**config.mk**
```make
export PLATFORM = sky130hd
export DESIGN_NAME = ysyx_22041071_mdu_ctrl
export DESIGN_NICKNAME = d
export VERILOG_FILES = /design/src/rtl/ysyx_22041071_mdu_pkg.sv /design/src/rtl/ysyx_22041071_mdu_fmt.sv /design/src/rtl/ysyx_22041071_mdu_ctrl.sv
export SDC_FILE = /design/constraint.sdc
export NUM_CORES = 1
export LEC_CHECK = 0
export ABC_AREA = 1
export CORE_AREA = 2 2 290 292
export DETAILED_ROUTE_END_ITERATION = 8
export DIE_AREA = 0 0 292 294
export PLACE_DENSITY = 0.42
export SLEW_MARGIN = 30
export SYNTH_ARGS = -nofsm -noshare
export SYNTH_HDL_FRONTEND = slang
export SYNTH_SLANG_ARGS = --single-unit
```
**constraint.sdc**
```tcl
create_clock -name clk -period 3.2 [get_ports clk]
set_clock_uncertainty 0.1 [all_clocks]
set_input_delay 0.96 -clock clk [delete_from_list [all_inputs] [get_ports clk]]
set_output_delay 0.96 -clock clk [all_outputs]
set_load 0.05 [all_outputs]
```
**src/rtl/ysyx_22041071_mdu_pkg.sv**
```systemverilog
// Shared definitions for the EX-stage multiply/divide sequencer:
// ALU_ctrl codes 19..30, FSM state encoding and a small op decoder.
package ysyx_22041071_mdu_pkg;

  localparam logic [4:0] ALU_MUL   = 5'd19;
  localparam logic [4:0] ALU_MULH  = 5'd20;
  localparam logic [4:0] ALU_MULHU = 5'd21;
  localparam logic [4:0] ALU_MULW  = 5'd22;
  localparam logic [4:0] ALU_DIV   = 5'd23;
  localparam logic [4:0] ALU_DIVU  = 5'd24;
  localparam logic [4:0] ALU_DIVW  = 5'd25;
  localparam logic [4:0] ALU_DIVUW = 5'd26;
  localparam logic [4:0] ALU_REM   = 5'd27;
  localparam logic [4:0] ALU_REMU  = 5'd28;
  localparam logic [4:0] ALU_REMUW = 5'd29;
  localparam logic [4:0] ALU_REMW  = 5'd30;

  typedef enum logic [2:0] {
    ST_IDLE     = 3'd0,
    ST_MUL_REQ  = 3'd1,
    ST_MUL_WAIT = 3'd2,
    ST_DIV_REQ  = 3'd3,
    ST_DIV_WAIT = 3'd4,
    ST_DONE     = 3'd5
  } mdu_state_e;

  typedef struct packed {
    logic is_div;   // divider path (else multiplier)
    logic is_rem;   // take remainder instead of quotient
    logic is_hi;    // take high product half
    logic is_word;  // 32-bit op, result sign-extended from bit 31
    logic sgn_a;
    logic sgn_b;
  } mdu_op_t;

  function automatic logic op_legal(input logic [4:0] ctrl);
    return (ctrl >= ALU_MUL) && (ctrl <= ALU_REMW);
  endfunction

  function automatic mdu_op_t op_decode(input logic [4:0] ctrl);
    mdu_op_t op;
    op = '0;
    case (ctrl)
      ALU_MUL:   begin op.sgn_a = 1'b1; op.sgn_b = 1'b1; end
      ALU_MULH:  begin op.is_hi = 1'b1; op.sgn_a = 1'b1; op.sgn_b = 1'b1; end
      ALU_MULHU: begin op.is_hi = 1'b1; end
      ALU_MULW:  begin op.is_word = 1'b1; op.sgn_a = 1'b1; op.sgn_b = 1'b1; end
      ALU_DIV:   begin op.is_div = 1'b1; op.sgn_a = 1'b1; op.sgn_b = 1'b1; end
      ALU_DIVU:  begin op.is_div = 1'b1; end
      ALU_DIVW:  begin op.is_div = 1'b1; op.is_word = 1'b1; op.sgn_a = 1'b1; op.sgn_b = 1'b1; end
      ALU_DIVUW: begin op.is_div = 1'b1; op.is_word = 1'b1; end
      ALU_REM:   begin op.is_div = 1'b1; op.is_rem = 1'b1; op.sgn_a = 1'b1; op.sgn_b = 1'b1; end
      ALU_REMU:  begin op.is_div = 1'b1; op.is_rem = 1'b1; end
      ALU_REMUW: begin op.is_div = 1'b1; op.is_rem = 1'b1; op.is_word = 1'b1; end
      ALU_REMW:  begin
        op.is_div = 1'b1; op.is_rem = 1'b1; op.is_word = 1'b1;
        op.sgn_a = 1'b1; op.sgn_b = 1'b1;
      end
      default:   op = '0;
    endcase
    return op;
  endfunction

endpackage

```
**src/rtl/ysyx_22041071_mdu_fmt.sv**
```systemverilog
// Combinational op decode and result formatting for the mdu sequencer.
// Ports:
//   dec_ctrl/src1/src2  incoming op (decode side)
//   dec_op/dec_legal    decoded op fields, code in 19..30
//   opnd_a/opnd_b       operands as sent to the units (word divides pre-extended)
//   special/special_result  divide-by-zero or signed overflow, resolved locally
//   res_op + unit outputs   op in flight and raw unit results
//   unit_result         selected and word-formatted unit result
module ysyx_22041071_mdu_fmt
  import ysyx_22041071_mdu_pkg::*;
#(
  parameter int XLEN = 64
) (
  input  logic [4:0]      dec_ctrl,
  input  logic [XLEN-1:0] src1,
  input  logic [XLEN-1:0] src2,
  output mdu_op_t         dec_op,
  output logic            dec_legal,
  output logic [XLEN-1:0] opnd_a,
  output logic [XLEN-1:0] opnd_b,
  output logic            special,
  output logic [XLEN-1:0] special_result,
  input  mdu_op_t         res_op,
  input  logic [XLEN-1:0] mul_hi,
  input  logic [XLEN-1:0] mul_lo,
  input  logic [XLEN-1:0] div_q,
  input  logic [XLEN-1:0] div_r,
  output logic [XLEN-1:0] unit_result
);

  function automatic logic [XLEN-1:0] sext_w(input logic [XLEN-1:0] v);
    return {{(XLEN-32){v[31]}}, v[31:0]};
  endfunction

  function automatic logic [XLEN-1:0] zext_w(input logic [XLEN-1:0] v);
    return {{(XLEN-32){1'b0}}, v[31:0]};
  endfunction

  logic            div_by_zero;
  logic            overflow;
  logic [XLEN-1:0] min_val;
  logic [XLEN-1:0] special_raw;
  logic [XLEN-1:0] unit_sel;

  always_comb begin
    dec_op    = op_decode(dec_ctrl);
    dec_legal = op_legal(dec_ctrl);
    opnd_a    = src1;
    opnd_b    = src2;
    // Word divides see only the low 32 bits; extending them here lets the
    // special-case compare and the divider both work at full XLEN.
    if (dec_op.is_div && dec_op.is_word) begin
      opnd_a = dec_op.sgn_a ? sext_w(src1) : zext_w(src1);
      opnd_b = dec_op.sgn_b ? sext_w(src2) : zext_w(src2);
    end
  end

  always_comb begin
    min_val     = dec_op.is_word ? {{(XLEN-31){1'b1}}, {31{1'b0}}}
                                 : {1'b1, {(XLEN-1){1'b0}}};
    div_by_zero = (opnd_b == '0);
    overflow    = dec_op.sgn_a && (opnd_a == min_val) && (opnd_b == '1);
    special     = dec_legal && dec_op.is_div && (div_by_zero || overflow);
    if (div_by_zero) begin
      special_raw = dec_op.is_rem ? opnd_a : '1;
    end else begin
      special_raw = dec_op.is_rem ? '0 : opnd_a;
    end
    special_result = dec_op.is_word ? sext_w(special_raw) : special_raw;
  end

  always_comb begin
    if (res_op.is_div) begin
      unit_sel = res_op.is_rem ? div_r : div_q;
    end else begin
      unit_sel = res_op.is_hi ? mul_hi : mul_lo;
    end
    unit_result = res_op.is_word ? sext_w(unit_sel) : unit_sel;
  end

endmodule

```
**src/rtl/ysyx_22041071_mdu_ctrl.sv**
```systemverilog
// EX-stage multiply/divide sequencer. Accepts one op at a time, issues it to
// the shared iterative multiplier or divider (or resolves divide special cases
// locally), and returns one formatted result to WB over valid/ready.
// Ports: in_* op from ID/EX; out_* result to WB; stall to hazard logic;
//   mul_*/div_* unit issue and completion; unit_flush abort pulse;
//   busy_cnt saturating count of stalled cycles.
//
// state    | meaning
// IDLE     | ready for a new op
// MUL_REQ  | presenting op to multiplier, waiting for mul_ready
// MUL_WAIT | multiplier running, waiting for mul_done
// DIV_REQ  | presenting op to divider, waiting for div_ready
// DIV_WAIT | divider running, waiting for div_done
// DONE     | result held on out_result until out_ready
module ysyx_22041071_mdu_ctrl
  import ysyx_22041071_mdu_pkg::*;
#(
  parameter int XLEN   = 64,
  parameter int PCNT_W = 16
) (
  input  logic              clk,
  input  logic              reset,
  input  logic              in_valid,
  output logic              in_ready,
  input  logic [4:0]        in_ctrl,
  input  logic [XLEN-1:0]   in_src1,
  input  logic [XLEN-1:0]   in_src2,
  input  logic              flush,
  output logic              out_valid,
  input  logic              out_ready,
  output logic [XLEN-1:0]   out_result,
  output logic              stall,
  output logic              mul_valid,
  input  logic              mul_ready,
  output logic [1:0]        mul_signed,
  output logic [XLEN-1:0]   mul_a,
  output logic [XLEN-1:0]   mul_b,
  input  logic              mul_done,
  input  logic [XLEN-1:0]   mul_hi,
  input  logic [XLEN-1:0]   mul_lo,
  output logic              div_valid,
  input  logic              div_ready,
  output logic              div_signed,
  output logic [XLEN-1:0]   div_a,
  output logic [XLEN-1:0]   div_b,
  input  logic              div_done,
  input  logic [XLEN-1:0]   div_q,
  input  logic [XLEN-1:0]   div_r,
  output logic              unit_flush,
  output logic [PCNT_W-1:0] busy_cnt
);

  mdu_state_e        state_q, state_d;
  mdu_op_t           op_q;
  logic [XLEN-1:0]   opa_q, opb_q, result_q;
  logic              unit_flush_q;
  logic [PCNT_W-1:0] busy_cnt_q;

  mdu_op_t           dec_op;
  logic              dec_legal;
  logic [XLEN-1:0]   opnd_a, opnd_b, special_result, unit_result;
  logic              special;

  logic              load_op;
  logic              take_result;
  logic              flush_units;

  ysyx_22041071_mdu_fmt #(.XLEN(XLEN)) u_fmt (
    .dec_ctrl       (in_ctrl),
    .src1           (in_src1),
    .src2           (in_src2),
    .dec_op         (dec_op),
    .dec_legal      (dec_legal),
    .opnd_a         (opnd_a),
    .opnd_b         (opnd_b),
    .special        (special),
    .special_result (special_result),
    .res_op         (op_q),
    .mul_hi         (mul_hi),
    .mul_lo         (mul_lo),
    .div_q          (div_q),
    .div_r          (div_r),
    .unit_result    (unit_result)
  );

  always_ff @(posedge clk or negedge reset) begin
    if (!reset) begin
      state_q <= ST_IDLE;
    end else begin
      state_q <= state_d;
    end
  end

  always_comb begin
    state_d     = state_q;
    load_op     = 1'b0;
    take_result = 1'b0;
    flush_units = 1'b0;
    in_ready    = 1'b0;
    out_valid   = 1'b0;
    mul_valid   = 1'b0;
    div_valid   = 1'b0;
    stall       = (state_q != ST_IDLE);
    case (state_q)
      ST_IDLE: begin
        in_ready = 1'b1;
        // Illegal codes and ops arriving with a flush are simply not taken.
        if (in_valid && dec_legal && !flush) begin
          load_op = 1'b1;
          if (special)            state_d = ST_DONE;
          else if (dec_op.is_div) state_d = ST_DIV_REQ;
          else                    state_d = ST_MUL_REQ;
        end
      end
      ST_MUL_REQ: begin
        mul_valid = 1'b1;
        if (flush) begin
          state_d     = ST_IDLE;
          flush_units = mul_ready;
        end else if (mul_ready) begin
          state_d = ST_MUL_WAIT;
        end
      end
      ST_MUL_WAIT: begin
        if (flush) begin
          state_d     = ST_IDLE;
          flush_units = 1'b1;
        end else if (mul_done) begin
          take_result = 1'b1;
          state_d     = ST_DONE;
        end
      end
      ST_DIV_REQ: begin
        div_valid = 1'b1;
        if (flush) begin
          state_d     = ST_IDLE;
          flush_units = div_ready;
        end else if (div_ready) begin
          state_d = ST_DIV_WAIT;
        end
      end
      ST_DIV_WAIT: begin
        if (flush) begin
          state_d     = ST_IDLE;
          flush_units = 1'b1;
        end else if (div_done) begin
          take_result = 1'b1;
          state_d     = ST_DONE;
        end
      end
      ST_DONE: begin
        out_valid = 1'b1;
        if (flush || out_ready) state_d = ST_IDLE;
      end
      default: state_d = ST_IDLE;
    endcase
  end

  always_ff @(posedge clk or negedge reset) begin
    if (!reset) begin
      op_q         <= '0;
      opa_q        <= '0;
      opb_q        <= '0;
      result_q     <= '0;
      unit_flush_q <= 1'b0;
      busy_cnt_q   <= '0;
    end else begin
      unit_flush_q <= flush_units;
      if (load_op) begin
        op_q  <= dec_op;
        opa_q <= opnd_a;
        opb_q <= opnd_b;
        if (special) result_q <= special_result;
      end
      if (take_result) result_q <= unit_result;
      if (stall && (busy_cnt_q != '1)) busy_cnt_q <= busy_cnt_q + PCNT_W'(1);
    end
  end

  assign out_result = result_q;
  assign mul_signed = {op_q.sgn_a, op_q.sgn_b};
  assign mul_a      = opa_q;
  assign mul_b      = opb_q;
  assign div_signed = op_q.sgn_a;
  assign div_a      = opa_q;
  assign div_b      = opb_q;
  assign unit_flush = unit_flush_q;
  assign busy_cnt   = busy_cnt_q;

endmodule

```
# ---- Word level (Yosys, flattened, before mapping)
# Index checks and enable logic that the tools add are counted.
dict set report totals {
  register_bits 218
  in_bits 398
  output_inout_bits 345
  elab_cells 115
}
dict set report classes {
  n_addsub 1
  magnitude_cmp 2
  eq_ne 26
  mux 49
  n_reduce_logical 25
}
# op count
set op_table {}
lappend op_table {{2-to-1 mux 64 bit} 15}
lappend op_table {{equality test 64 bit} 1}
lappend op_table {{equality test 64 bit (second input constant)} 1}
lappend op_table {{logical NOT 64 bit} 1}
lappend op_table {{2-to-1 mux 63 bit} 1}
lappend op_table {{equality test 5 bit (second input constant)} 12}
lappend op_table {{2-to-1 mux 3 bit} 11}
lappend op_table {{case mux 3 bit (6 select lines)} 1}
lappend op_table {{2-to-1 mux 1 bit} 17}
lappend op_table {{adder 16 x 1 -> 16 bit (second input constant)} 1}
lappend op_table {{!= test 16 bit (second input constant)} 1}
lappend op_table {{!= test 3 bit (second input constant)} 4}
lappend op_table {{logical AND 1 bit} 9}
lappend op_table {{OR reduction 8 bit} 1}
lappend op_table {{OR reduction 7 bit} 1}
lappend op_table {{equality test 3 x 2 -> 1 bit (second input constant)} 2}
lappend op_table {{equality test 3 bit (second input constant)} 2}
lappend op_table {{AND reduction 6 bit} 1}
lappend op_table {{>= comparator 5 bit (second input constant)} 1}
lappend op_table {{less-or-equal comparator 5 bit (second input constant)} 1}
lappend op_table {{OR reduction 5 bit} 1}
lappend op_table {{2-to-1 mux 2 bit} 2}
lappend op_table {{!= test 2 bit (second input constant)} 2}
lappend op_table {{nonzero test 2 bit} 2}
lappend op_table {{other kinds (10)} 12}

# ---- Longest topological paths before layout
dict set report depth {
  word_depth 13
  ltp_mapped 22
  ltp_nobuf 20
}

# ---- Modules after synthesis
# Synthesis repeated with hierarchy kept, for this count alone.
dict set report hier_totals {
  hier_cells 2583
  hier_area_um2 16236.8
}
# module n_inst cells_per_inst area_per_inst_um2
set by_module_without_submodules {}
lappend by_module_without_submodules {ysyx_22041071_mdu_ctrl 1 1408 10754.1}
lappend by_module_without_submodules {ysyx_22041071_mdu_fmt 1 1175 5482.8}

# ---- Worst setup path after synthesis
# No wires, ideal clock.
dict set report synth_timing {
  path_type {reg-to-reg}
  startpoint {reg state_q[1]}
  endpoint {reg result_q[24] (netlist: out_result[24])}
  arrival_ns 3.347
  required_time_ns 3.034
  setup_slack_ns -0.314
  path_stages_with_launch 12
  path_buffers 2
  period_less_slack_ns 3.514
  path_cell_list {dfrtp_1 > nor3_1 > nand2_1 > o211ai_1 > nor2_1 > o21ai_0 > nor2_1 > inv_2 > clkbuf_1 > clkbuf_1 > nand3_2 > nand2_1}
}
dict set report synth_between {
  elab_chain_len 4
}
# item line_no
set synth_rtl {}
lappend synth_rtl {{start, declared} ysyx_22041071_mdu_ctrl.sv:53} ;# mdu_state_e state_q, state_d;
lappend synth_rtl {{start signal, assigned} ysyx_22041071_mdu_ctrl.sv:90} ;# state_q <= state_d;
lappend synth_rtl {{equality test 3 bit (tied with other cells)} ysyx_22041071_mdu_ctrl.sv:104} ;# case (state_q)
lappend synth_rtl {{case mux 1 bit (2 select lines) / 2-to-1 mux 1 bit (equally long branches)} ysyx_22041071_mdu_ctrl.sv:104}
lappend synth_rtl {{nonzero test 2 bit (no source line)} n/a}
lappend synth_rtl {{AND reduction 2 bit (no source line)} n/a}
lappend synth_rtl {{end signal, assigned} ysyx_22041071_mdu_ctrl.sv:173} ;# if (special) result_q <= special_result;
lappend synth_rtl {{end signal, assigned} ysyx_22041071_mdu_ctrl.sv:175} ;# if (take_result) result_q <= unit_result;
lappend synth_rtl {{end, declared} ysyx_22041071_mdu_ctrl.sv:55} ;# logic [XLEN-1:0] opa_q, opb_q, result_q;
# Parallel ways exist; a longest one is shown, timed or not.
# A chain may end at the register's enable or synchronous reset.

# ---- Final worst setup path
dict set report layout_timing {
  startpoint {in in_ctrl[2]}
  endpoint {reg result_q[37] (netlist: out_result[37])}
}
dict set report layout_between {
  elab_chain_len 12
}
# item line_no
set layout_rtl {}
lappend layout_rtl {{start, declared} ysyx_22041071_mdu_ctrl.sv:25} ;# input logic [4:0] in_ctrl,
lappend layout_rtl {{equality test 5 bit} ysyx_22041071_mdu_pkg.sv:43} ;# case (ctrl)
lappend layout_rtl {{OR reduction 7 bit (no source line) (tied with other cells)} n/a}
lappend layout_rtl {{2-to-1 mux 2 bit / 2-to-1 mux 1 bit (equally long branches)} ysyx_22041071_mdu_pkg.sv:43}
lappend layout_rtl {{2-to-1 mux 64 bit / logical AND 1 bit (equally long branches)} {ysyx_22041071_mdu_fmt.sv:53, ysyx_22041071_mdu_fmt.sv:52}}
lappend layout_rtl {{2-to-1 mux 64 bit} ysyx_22041071_mdu_fmt.sv:52} ;# if (dec_op.is_div && dec_op.is_word) begin
lappend layout_rtl {{equality test 64 bit} ysyx_22041071_mdu_fmt.sv:62} ;# overflow = dec_op.sgn_a && (opnd_a == min_val) && (opnd_b == '1);
lappend layout_rtl {{logical AND 1 bit (2 in a row)} ysyx_22041071_mdu_fmt.sv:62}
lappend layout_rtl {{logical OR 1 bit} ysyx_22041071_mdu_fmt.sv:63} ;# special = dec_legal && dec_op.is_div && (div_by_zero || overflow);
lappend layout_rtl {{logical AND 1 bit} ysyx_22041071_mdu_fmt.sv:63}
lappend layout_rtl {{nonzero test 2 bit (no source line)} n/a}
lappend layout_rtl {{AND reduction 2 bit (no source line)} n/a}
# Parallel ways exist; a longest one is shown, timed or not. The select of a mux whose other input is x is not followed.

==> flow_summary.ini <==
[run_status]
run_status = complete, but fails checks
failed_checks = negative setup slack

[sta]
tightest_slew_ns = 0.8639
setup_viol = 52
finalCriticalPeriod_ns = 3.263
slew_headroom_pct = 42.41
fmax_ghz = 0.3065
fin_tns_setup_ns = -1.760
fin_crit_sh_pct = 102.0
fin_hold_ws_ns = 0.1900
slew_violations = 0
worst_slack_ns = -0.06267
rsz0062_at_grt = yes
finalHoldViolCount = 0

[logic_synthesis]
netlist_instances = 2171
ys_seq_elements = 217
syn_area_um2 = 15020
syn_nets = 2570
seq_area_frac_synth_pct = 36.15
yosysWarnings = 0
syn_avg_cell_area_um2 = 6.918
yosysUniqueCellTypes = 37

[flow_run]
max-cap-violations = 0

[finish]
nets = 3387
areaGrowthSynthToFinish_pct = 80.31
fillCellCount = 8729
post-route-cell-area_um2 = 27080
drive_above_1_share_pct = 20.37
layout.cells.non_filler = 4092

[clocking]
clk_pin_slew_worst_paths_ns = 0.06
clkLatencyLatePin_ns = 0.59
cts_tree = yes
cts_sinks = 217
clockBufferDepth = 3
htree_levels = 1
root_buffer = clkbuf_16
cts_buffers = 30

[setup_path]
reg2reg_depth = 9
arrival_ns = 3.69
rr_endpoint = out_result[34]$_DFFE_PN0P_
cp-start-kind = input port
critPathMaxFanout = 8
endpoint_kind = register
cp.required_ns = 3.63
worstSetupPathType = in -> reg
r2r_slack_ns = 0.48
r2r-start = op_q[5]$_DFFE_PN0P_

[grt]
grt-ovfl-total = 0
antenna_found_initial = 8
grt_start_max_net_pins = 65
track_usage_pct = 19.50
grt_pass1_wl_um = 124700
first_global_vias = 18410

[floorplanning]
die_height_um = 294
rows = 106
io_pins = 743
dieArea_um2 = 85850
start_util_pct = 18.12
die_w_um = 292
fp.coreArea_um2 = 82890

[detailed_routing]
drtIter0Drc = 925
wl_met2_um = 45250
vias = 18240
antenna_left = 0
met3_length_um = 4767
viasPerCell = 4.458
routed_wire_length_per_instance_um = 21.59
finalWirelength_um = 88350
wirelength_met1_um = 35850
first_pass_iters = 5
drc = 0
top_layer_used = met5

[power]
pwr_density_cell_nw_per_um2 = 963.5
peakVddDrop_uv = 576.1
leakage_uw = 0.01239

[placed_design]
gp_congestion = 0.8791
dp_cells = 3955
place_area_um2 = 24350
portBuffers = 742
hpwlAfterDp_um = 66520

[hold_path]
holdCritPathClass = in -> async
state kept, by name (all words and copies together) (netlist names):
register	cells
state_q	3
div_a	64
div_signed	1
op_q	4
div_b	64
busy_cnt	16
unit_flush	1
out_result	64
worst max-delay path: stages:
cell and delay, ns:
buf_8 0.10, buf_8 0.12, inv_4 0.06, nand3_4 0.10, nor2_4 0.13, nor2_4 0.06
buf_6 0.12, nand3_4 0.08, buf_12 0.12, nand3_4 0.14, buf_6 0.17, nand2_2 0.06
nand2_2 0.05, o21ai_2 0.15, nand2_2 0.11, nor2_4 0.16, nand3_4 0.11, nand2_4 0.08
nand3_4 0.08, buf_12 0.14, nand2_8 0.08, buf_12 0.11, buf_12 0.11, buf_16 0.15
nand2_4 0.05, nand2_2 0.06
cell type report:
type	instances	area [um2]	share of cell area (%)
antenna	2	5.005	0.01848
timing repair buffer	1065	10650	39.33
inverter	105	411.6	1.520
clock buffer	43	860.8	3.179
tap	1080	1351	4.990
clock inverter	11	192.7	0.7115
multi-input combinational	1569	8173	30.18
sequential	217	5438	20.08
cell usage after synthesis:
cell type	count	area [um2]
o41ai_1	5	43.79
buf_2	15	75.07
inv_1	97	364.1
xor2_1	8	70.07
inv_4	1	6.260
nand3_1	32	160.2
buf_1	15	56.30
o21ai_0	225	1126
nor2_1	208	780.8
o22ai_1	32	200.2
clkinv_1	2	7.510
nand3_4	1	17.52
nand2_4	2	22.52
nand4_1	16	100.1
ha_1	1	12.51
nor3_1	17	85.08
nor2_8	1	20.02
or2_2	1	6.260
o31ai_1	2	15.01
o21ai_2	1	8.760
dfrtp_1	217	5430
nor2_4	1	11.26
buf_4	138	1036
a21oi_1	170	850.8
buf_6	14	157.7
nand2_2	2	12.51
o21ai_1	32	160.2
o211ai_1	33	247.7
a221oi_1	33	289.0
clkbuf_1	100	375.4
nand2_1	667	2504
nand3_2	65	650.6
inv_2	5	18.77
nor2_2	2	12.51
xnor2_1	7	61.31
mux2_2	1	11.26
nor4_1	2	12.51
how the worst max path moves through the flow:
stage,from,to,slack (ns),depth (start not counted)
2_1_floorplan,in_ctrl[4],out_result[10]$_DFFE_PN0P_,0.01,21
3_3_place_gp,in_ctrl[0],out_result[1]$_DFFE_PN0P_,-1.29,21
3_5_place_dp,in_ctrl[0],out_result[18]$_DFFE_PN0P_,-1.31,22
4_1_cts,in_ctrl[2],out_result[9]$_DFFE_PN0P_,-0.001,28
5_1_grt,in_ctrl[2],out_result[37]$_DFFE_PN0P_,-0.20,26
6_report,in_ctrl[2],out_result[37]$_DFFE_PN0P_,-0.06,26
power breakdown:
part           total (uW)  switching (uW)  internal [uW]
clock                3650            1390           2260
combinational       17100           11400           5650
sequential           5380            1430           3950
total               26100           14200          11900
cells in the final DEF (no fill, tap or decap), types with 10 or more instances in the layout:
master	n
buf_12	36
o21ai_0	217
a21oi_1	162
inv_1	90
buf_4	256
nand2_2	54
nor2_2	18
buf_8	11
inv_2	10
o211ai_1	33
nand4_1	16
nand2_1	601
dfrtp_1	213
o21ai_1	35
nor2_4	22
nand3_1	23
nor2_1	171
dlygate4sd2_1	59
clkdlybuf4s50_1	668
nand3_2	68
o22ai_1	32
nand2_4	13
a221oi_1	33
buf_16	12
buf_6	15
clkbuf_16	34
layer usage:
metal / GRT usage [%] / vias to the layer above
li1: - / 8704
met5: 0 / -
met3: 3.391 / 116
met1: 22.98 / 8702
met4: 4.790 / 12
met2: 36.32 / 707
kinds of logic (layout without fill, tap and decap cells):
logic type	count (synthesis)	count (layout)	synth area share, %
AND/OR/NAND/NOR	1017	1019	29.27
multiplexers	1	1	0.07497
XOR/XNOR	15	15	0.8747
adder cells (fa/ha/maj)	1	1	0.08329
AO/OA/AOI/OAI	533	533	19.59
other	0	2	0
buffers and inverters	387	1224	13.96
flip-flops	217	217	36.15
per-stage QoR:
stage	utilization (%)	setup WS (ns)	power (uW)
2_1_floorplan	-	0.01077	16070
3_3_place_gp	29.38	-1.287	22320
3_5_place_dp	29.38	-1.312	22360
4_1_cts	32.18	-0.001275	26390
5_1_grt	32.67	-0.1955	27360
6_report	32.67	-0.06267	26090
repair_timing:
item                       CTS  global route
setup endpoints to repair   70            65
resized for setup          232            99
gates cloned                15             4
setup buffers               55            10
pin swaps                   70            31
hold buffers                 0             0
Note: power is estimated with default switching activity, not from simulation.
